[config.mk]
export PLATFORM = sky130hd
export DESIGN_NAME = toa_encoder_sequencer
export DESIGN_NICKNAME = d
export VERILOG_FILES = /design/src/rtl/toa_encoder_sequencer.sv
export SDC_FILE = /design/constraint.sdc
export NUM_CORES = 1
export LEC_CHECK = 0
export ABC_CLOCK_PERIOD_IN_PS = 2900
export CORE_AREA = 3 3 141 143
export DETAILED_ROUTE_END_ITERATION = 10
export DIE_AREA = 0 0 144 146
export DONT_BUFFER_PORTS = 1
export GPL_TIMING_DRIVEN = 0
export PLACE_DENSITY_LB_ADDON = 0.08
export SYNTH_ARGS = -nofsm -noshare
export SYNTH_HDL_FRONTEND = slang
export SYNTH_SLANG_ARGS = --single-unit
[constraint.sdc]
create_clock -name clk -period 2.9 [get_ports clk]
set_input_delay 0.58 -clock clk [delete_from_list [all_inputs] [get_ports clk]]
set_output_delay 0.58 -clock clk [all_outputs]
set_load 0.05 [all_outputs]
[src/rtl/toa_encoder_sequencer.sv]
// Shares one combinational TOA/fine-phase encoder between the TOA, TOT and CAL
// snapshots of a hit, packs the three results into a hit word and queues it in an output FIFO.
module toa_encoder_sequencer #(
    parameter int FIFO_DEPTH = 4,
    parameter int ERR_CNT_W  = 8
) (
    input  logic                 clk,
    input  logic                 rst,
    input  logic                 hit_req,
    output logic                 hit_ack,
    output logic                 busy,
    input  logic [62:0]          toa_A,
    input  logic [62:0]          tot_A,
    input  logic [62:0]          cal_A,
    input  logic [2:0]           toa_cntA,
    input  logic [2:0]           toa_cntB,
    input  logic [2:0]           tot_cntA,
    input  logic [2:0]           tot_cntB,
    input  logic [2:0]           cal_cntA,
    input  logic [2:0]           cal_cntB,
    input  logic [2:0]           cfg_level,
    input  logic [6:0]           cfg_offset,
    input  logic                 cfg_sel_raw,
    input  logic                 cfg_cal_en,
    output logic [62:0]          enc_A,
    output logic [2:0]           enc_cntA,
    output logic [2:0]           enc_cntB,
    output logic [2:0]           enc_level,
    output logic [6:0]           enc_offset,
    output logic                 enc_sel_raw,
    input  logic [2:0]           enc_coarse,
    input  logic [6:0]           enc_fine,
    input  logic [1:0]           enc_bubble,
    input  logic                 enc_error,
    output logic [38:0]          dout,
    output logic                 dout_valid,
    input  logic                 dout_ready,
    output logic [ERR_CNT_W-1:0] err_cnt,
    input  logic                 err_clr
);

    localparam int AW = $clog2(FIFO_DEPTH);
    localparam int CW = AW + 1;

    typedef enum logic [2:0] {
        IDLE,
        ENC_TOA,
        ENC_TOT,
        ENC_CAL,
        PUSH
    } state_t;

    state_t state, nextState;

    logic [2:0]  levelR;
    logic [6:0]  offsetR;
    logic        selRawR;
    logic        calEnR;
    logic        armed;
    logic        ackDone;
    logic [12:0] toaRes, totRes, calRes;
    logic [12:0] encField;
    logic        acceptHit;
    logic        fifoWr, fifoRd, fifoFull;

    logic [38:0]   fifoMem [FIFO_DEPTH];
    logic [AW-1:0] wrPtr, rdPtr;
    logic [CW-1:0] fifoCount;

    logic [1:0]           errAdd;
    logic [ERR_CNT_W:0]   errSum;
    logic [ERR_CNT_W-1:0] errCntR;

    assign acceptHit   = (state == IDLE) && hit_req && armed;
    assign encField    = {enc_error, enc_bubble, enc_coarse, enc_fine};
    assign enc_level   = levelR;
    assign enc_offset  = offsetR;
    assign enc_sel_raw = selRawR;
    assign busy        = (state != IDLE);
    assign err_cnt     = errCntR;

    always_ff @(posedge clk or posedge rst) begin
        if (rst) state <= IDLE;
        else     state <= nextState;
    end

    // One encoder source per cycle; the PUSH write is held off while the FIFO is full.
    always_comb begin
        nextState = state;
        enc_A     = '0;
        enc_cntA  = '0;
        enc_cntB  = '0;
        fifoWr    = 1'b0;
        hit_ack   = 1'b0;
        case (state)
            IDLE: begin
                if (acceptHit) nextState = ENC_TOA;
            end
            ENC_TOA: begin
                enc_A     = toa_A;
                enc_cntA  = toa_cntA;
                enc_cntB  = toa_cntB;
                nextState = ENC_TOT;
            end
            ENC_TOT: begin
                enc_A     = tot_A;
                enc_cntA  = tot_cntA;
                enc_cntB  = tot_cntB;
                nextState = calEnR ? ENC_CAL : PUSH;
            end
            ENC_CAL: begin
                enc_A     = cal_A;
                enc_cntA  = cal_cntA;
                enc_cntB  = cal_cntB;
                nextState = PUSH;
            end
            PUSH: begin
                hit_ack = !ackDone;
                if (!fifoFull) begin
                    fifoWr    = 1'b1;
                    nextState = IDLE;
                end
            end
            default: nextState = IDLE;
        endcase
    end

    always_ff @(posedge clk or posedge rst) begin
        if (rst) begin
            levelR  <= '0;
            offsetR <= '0;
            selRawR <= 1'b0;
            calEnR  <= 1'b0;
        end else if (acceptHit) begin
            levelR  <= cfg_level;
            offsetR <= cfg_offset;
            selRawR <= cfg_sel_raw;
            calEnR  <= cfg_cal_en;
        end
    end

    // armed re-opens only after the front end drops its request, so a held request is one hit.
    always_ff @(posedge clk or posedge rst) begin
        if (rst) begin
            armed   <= 1'b1;
            ackDone <= 1'b0;
        end else begin
            if (!hit_req)     armed <= 1'b1;
            else if (hit_ack) armed <= 1'b0;
            ackDone <= (state == PUSH) && !fifoWr;
        end
    end

    always_ff @(posedge clk or posedge rst) begin
        if (rst) begin
            toaRes <= '0;
            totRes <= '0;
            calRes <= '0;
        end else begin
            case (state)
                ENC_TOA: toaRes <= encField;
                ENC_TOT: begin
                    totRes <= encField;
                    if (!calEnR) calRes <= '0;
                end
                ENC_CAL: calRes <= encField;
                default: ;
            endcase
        end
    end

    assign errAdd = {1'b0, |toaRes[12:10]} + {1'b0, |totRes[12:10]} + {1'b0, |calRes[12:10]};
    assign errSum = {1'b0, errCntR} + {{(ERR_CNT_W-1){1'b0}}, errAdd};

    always_ff @(posedge clk or posedge rst) begin
        if (rst)                errCntR <= '0;
        else if (err_clr)       errCntR <= '0;
        else if (fifoWr)        errCntR <= errSum[ERR_CNT_W] ? '1 : errSum[ERR_CNT_W-1:0];
    end

    // First-word-fall-through FIFO: the head entry is presented directly while count is non-zero.
    assign fifoFull   = (fifoCount == CW'(FIFO_DEPTH));
    assign dout_valid = (fifoCount != '0);
    assign fifoRd     = dout_valid && dout_ready;
    assign dout       = dout_valid ? fifoMem[rdPtr] : '0;

    always_ff @(posedge clk) begin
        if (fifoWr) fifoMem[wrPtr] <= {calRes, totRes, toaRes};
    end

    always_ff @(posedge clk or posedge rst) begin
        if (rst) begin
            wrPtr     <= '0;
            rdPtr     <= '0;
            fifoCount <= '0;
        end else begin
            if (fifoWr) wrPtr <= wrPtr + AW'(1);
            if (fifoRd) rdPtr <= rdPtr + AW'(1);
            case ({fifoWr, fifoRd})
                2'b10:   fifoCount <= fifoCount + CW'(1);
                2'b01:   fifoCount <= fifoCount - CW'(1);
                default: fifoCount <= fifoCount;
            endcase
        end
    end

endmodule

# [Word-level counts from Yosys, hierarchy flattened]
# Memories as Yosys holds them, arrays and structs flattened.
# Cells that the tools add are included.
[op_classes] muxes=21 eq_ne=11 add_sub_neg=7 reduce_logical=17
[op_table] cell="63-bit one-hot mux with 3 select lines" n=1
[op_table] cell="39-bit 2-to-1 mux" n=1
[op_table] cell="13-bit one-hot mux with 2 select lines" n=1
[op_table] cell="8-bit 2-to-1 mux" n=3
[op_table] cell="3-bit one-hot mux with 3 select lines" n=2
[op_table] cell="3-bit one-hot mux with 5 select lines" n=1
[op_table] cell="13-bit 2-to-1 mux" n=1
[op_table] cell="8-bit by 2-bit adder with 9-bit output" n=1
[op_table] cell="3-bit 2-to-1 mux" n=3
[op_table] cell="3-bit OR reduction" n=3
[op_table] cell="1-bit 2-to-1 mux" n=7
[op_table] cell="3-bit by 2-bit equality test with 1-bit output (second input constant)" n=2
[op_table] cell="3-bit equality test (second input constant)" n=2
[op_table] cell="2-bit inequality test (second input constant)" n=3
[op_table] cell="3-bit one-hot mux with 2 select lines" n=1
[op_table] cell="2-bit nonzero test" n=3
[op_table] cell="3-bit nonzero test" n=2
[op_table] cell="2-bit by 1-bit adder with 2-bit output (second input constant)" n=2
[op_table] cell="1-bit logical AND" n=4
[op_table] cell="2-bit AND reduction" n=2
[op_table] cell="3-bit by 1-bit adder with 3-bit output (second input constant)" n=1
[op_table] cell="3-bit by 1-bit equality test with 1-bit output (second input constant)" n=1
[op_table] cell="3-bit zero test" n=1
[op_table] cell="3-bit by 1-bit subtractor with 3-bit output (second input constant)" n=1
[op_table] cell="other kinds (6)" n=7
[word_totals] memories=1 input_bits=237 reg_bits=71 ram_bits=156
[memory_table] memory="fifoMem" words=4 word_bits=39 read_ports=1 rd_clocked_by_memory_dff=0 write_ports=1 line_no="66" source="logic [38:0] fifoMem [FIFO_DEPTH];"

# [Depth between registers and ports, before layout]
[logic_depth] word_depth=7 ltp_mapped=11

# [Worst setup path after synthesis]
# No wires, ideal clock.
[synth_timing] path_kind="register -> register" startpoint="reg errCntR[0] (netlist: err_cnt[0])" endpoint="reg errCntR[5] (netlist: err_cnt[5])" synth_period_minus_slack_ps=2599 setup_slack_ps=301 stages_incl_launch_ff=10 required_time_ps=2781 setup_time_ps=119 arrival_ps=2480 path_cell_list="dfrtp_1 inv_1 fa_1 inv_1 ha_1 fa_1 and4_1 nand3_1 a31oi_1 o21a_1"
[synth_via] elab_chain_cells=4
[synth_rtl] item="from (decl)" line_no="72" source="logic [ERR_CNT_W-1:0] errCntR;"
[synth_rtl] item="from (signal assigned)" line_no="178" source="else if (fifoWr) errCntR <= errSum[ERR_CNT_W] ? '1 : errSum[ERR_CNT_W-1:0];"
[synth_rtl] item="8-bit by 2-bit adder with 9-bit output" line_no="173" source="assign errSum = {1'b0, errCntR} + {{(ERR_CNT_W-1){1'b0}}, errAdd};"
[synth_rtl] item="8-bit 2-to-1 mux (2 in series)" line_no="178"
[synth_rtl] item="8-bit 2-to-1 mux" line_no="177" source="else if (err_clr) errCntR <= '0;"
# Every way passes these cells. The select of a mux whose other input is x is not followed.
# A chain may end at the register's enable or synchronous reset.

# [Worst setup path after layout]
[layout_timing] startpoint="reg fifoCount[0]" endpoint="out dout[27]"
[layout_via] elab_chain_cells=2
[layout_rtl] item="from (decl)" line_no="68" source="logic [CW-1:0] fifoCount;"
[layout_rtl] item="from (signal assigned)" line_no="200" source="2'b10: fifoCount <= fifoCount + CW'(1);"
[layout_rtl] item="from (signal assigned)" line_no="201" source="2'b01: fifoCount <= fifoCount - CW'(1);"
[layout_rtl] item="from (signal assigned)" line_no="202" source="default: fifoCount <= fifoCount;"
[layout_rtl] item="3-bit nonzero test" line_no="183" source="assign dout_valid = (fifoCount != '0);"
[layout_rtl] item="39-bit 2-to-1 mux" line_no="185" source="assign dout = dout_valid ? fifoMem[rdPtr] : '0;"
[layout_rtl] item="to (decl)" line_no="35" source="output logic [38:0] dout,"
# Every way passes these cells.

==> run summary <==
Wirelength, routed - 36.1 mm
Crit. End Element - output pin
Fin. max-slew vios - 0
Max-cap viol count - 0
DR pass1 iterations - 5
Core Region - 0.0187 mm²
Row count - 50
Worst clock skew - 0.0140 ns
Fmax - 355 MHz
Worst vdd ir - 0.746 mV
P&R area growth vs syn - 15.2%
Mux contribution to synthesized area - 0.199
Synth top area share - 0.442
Synth Cell Area - 0.0106 mm²
Min Tclk post-route - 2.82 ns
Worst Max-Slew Pin Slew - 0.935 ns
Clk slew on worst S/H paths - 0.06 ns
Synth unique cells - 45
Post-synthesis compound-gate area fraction - 0.0699
PD cells - 1340 mW/mm²
Final ANT Viol Nets - 0
Critical Path Source Type - register
Leak - 4.30 nW
Tcrit/Tclk final - 0.972
Master cell of the clock root buffer - clkbuf_16
Inst Count DP - 952
Hold WS - 0.113 ns
Adder-cell share of the synthesized area - 0.0139
Wirelength per Cell - 35.9 µm
Syn. warnings - 0
First-pass GRT wire length - 50.2 mm
Asr flop ratio synth - 0.313
Outcome - complete, no violations
Fin nets - 988
Vias in the first global route - 6727
GP Congestion - 0.971
WP data required - 2.32 ns
Die Ht - 146 µm
Gr ovfl total - 0
Top post-synthesis cells by area - edfxtp_1 44%, dfrtp_1 17%, mux2_2 11%
Die width - 144 µm
Power, Total - 0.0164 W
Post-CTS Repair Setup Buffers - 0
Dpl ws - -0.101 ns
Mapped Nets - 961
Starting Density - 0.566
IO Pins - 367
Number of setup violations in the final report - 0
Synth Area in XOR/XNOR - 0.00496
Sink Count - 227
Main combinational cell family by area after synthesis - multiplexers
Synth Register Bits - 227
Synth Area in Simple Gates - 0.0755
Tot GR Track Use - 0.335
CTS Buf Count - 22
Initial antenna violation count - 25
Post-Syn Instances - 714
Setup ws final - 0.0821 ns
Detailed-route via count - 6792
Max H-tree Level - 1
Clk Latency, worst-skew pair - 0.51 ns
Kind of critical path - reg2out
Top post-synthesis cells by count - 156 x edfxtp_1, 107 x mux2_2, 77 x nor2_1
Layout Cells excl Fill - 1005
Post-synth EDFFs - 156
Clk buf depth - 3
RSZ-0062 raised after global routing - false
Drt drc - 0
R2r setup slk - 0.26 ns
PortBufs - 0
Syn avg cell area - 14.8 µm²
Utilization after layout - 0.652
Post-DP HPWL - 28.3 mm
Drt initial violations - 733
Hold Path Class - in2reg
Die ar. - 0.0210 mm²
Critical path arrival - 2.24 ns
Layout cell share with drive strength beyond 1 - 0.403
Post-synthesis sequential area ratio - 0.610
Max-slew headroom - 0.376
Vias per Instance - 6.76
Largest net degree at the start of global routing - 72
Worst-path fanout max - 10
Post-synth top area cell - edfxtp_1
Post-synth top flop - edfxtp_1
Fin. Hold Viols - 0
CTS tree - yes
Count leader, synth - edfxtp_1
-- path summary, 6_finish.rpt --
path	end	cells past startpoint	from
min in group asynchronous	enc_offset[6]	1	rst
min reg2reg	armed	2	armed
max reg2reg	err_cnt[5]	9	toaRes[12]
min	armed	1	hit_req
max in group asynchronous	err_cnt[0]	1	rst
max	dout[27]	3	fifoCount[0]
-- kinds of logic after synthesis --
| group | Yosys count |
|---|---|
| AO/OA/AOI/OAI | 98 |
| XOR/XNOR | 6 |
| adder cells (fa/ha/maj) | 10 |
| buffers and inverters | 66 |
| flip-flops | 227 |
| multiplexers | 148 |
| AND/OR/NAND/NOR | 159 |
-- timing repair --
action,in CTS,in global routing
gates resized for setup,110,65
hold buffers,0,0
endpoints found under the setup margin,108,99
pin swaps,1,2
-- placed cells by master, fill, tap and decap left out, drive strengths merged, types with 2 or more instances in the layout --
cell	instances
edfxtp	156
mux2	107
nor2	77
dfrtp	70
a22oi	69
clkbuf	59
and2	41
mux4	39
buf	25
diode	14
a22o	13
clkinv	11
inv	10
nor3	9
nand2	7
ha	7
o21ai	4
nand3	4
and3	4
a21o	3
a31oi	3
or3	3
xnor2	3
xor2	3
fa	3
clkinvlp	3
a211oi	2
nor2b	2
mux2i	2
nand4	2
or3b	2
nor3b	2
-- critical path, cell delays in order, from the launching register on --
cell	delay, ns
dfrtp_1	0.39
or3_1	0.28
clkbuf_1	0.47
and2_1	0.58
-- metal layers --
metal	track usage	routed length (µm)	part of all wire
met5	0	119	0.0033
met4	0.0678	602	0.017
met3	0.127	4060	0.11
met2	0.547	18100	0.50
met1	0.433	13100	0.36
-- layout make-up --
type	count	area, µm²
clock buffer	26	586
tap	234	293
timing repair buffer	4	80.1
inverter	11	45.0
clock inverter	14	108
antenna	14	35.0
buffer	54	294
multi-input combinational	421	4300
sequential	227	6460
fill	1315	6500
-- through the flow --
step	TNS, ns	cell area (µm²)
after floorplan	0	10600
after global placement	-54.26	10900
after detailed placement	-0.701	11000
after CTS	-2.30	12000
after global routing	0	12200
final	0	12200
-- report_power, final --
group          leakage [nW]  internal (W)  switching, W
Sequential             2.29       0.00447      0.000924
Combinational          1.68       0.00235       0.00594
Clock                 0.333       0.00154       0.00118
-- state kept, by name, indices dropped and copies added, names as in the netlist, 2 cells and up --
register    count
wrPtr           2
fifoMem       156
err_cnt         8
enc_offset      7
rdPtr           2
totRes         13
enc_level       3
toaRes         13
state           3
calRes         13
fifoCount       3
No activity file was read; power rests on OpenSTA's default activity.
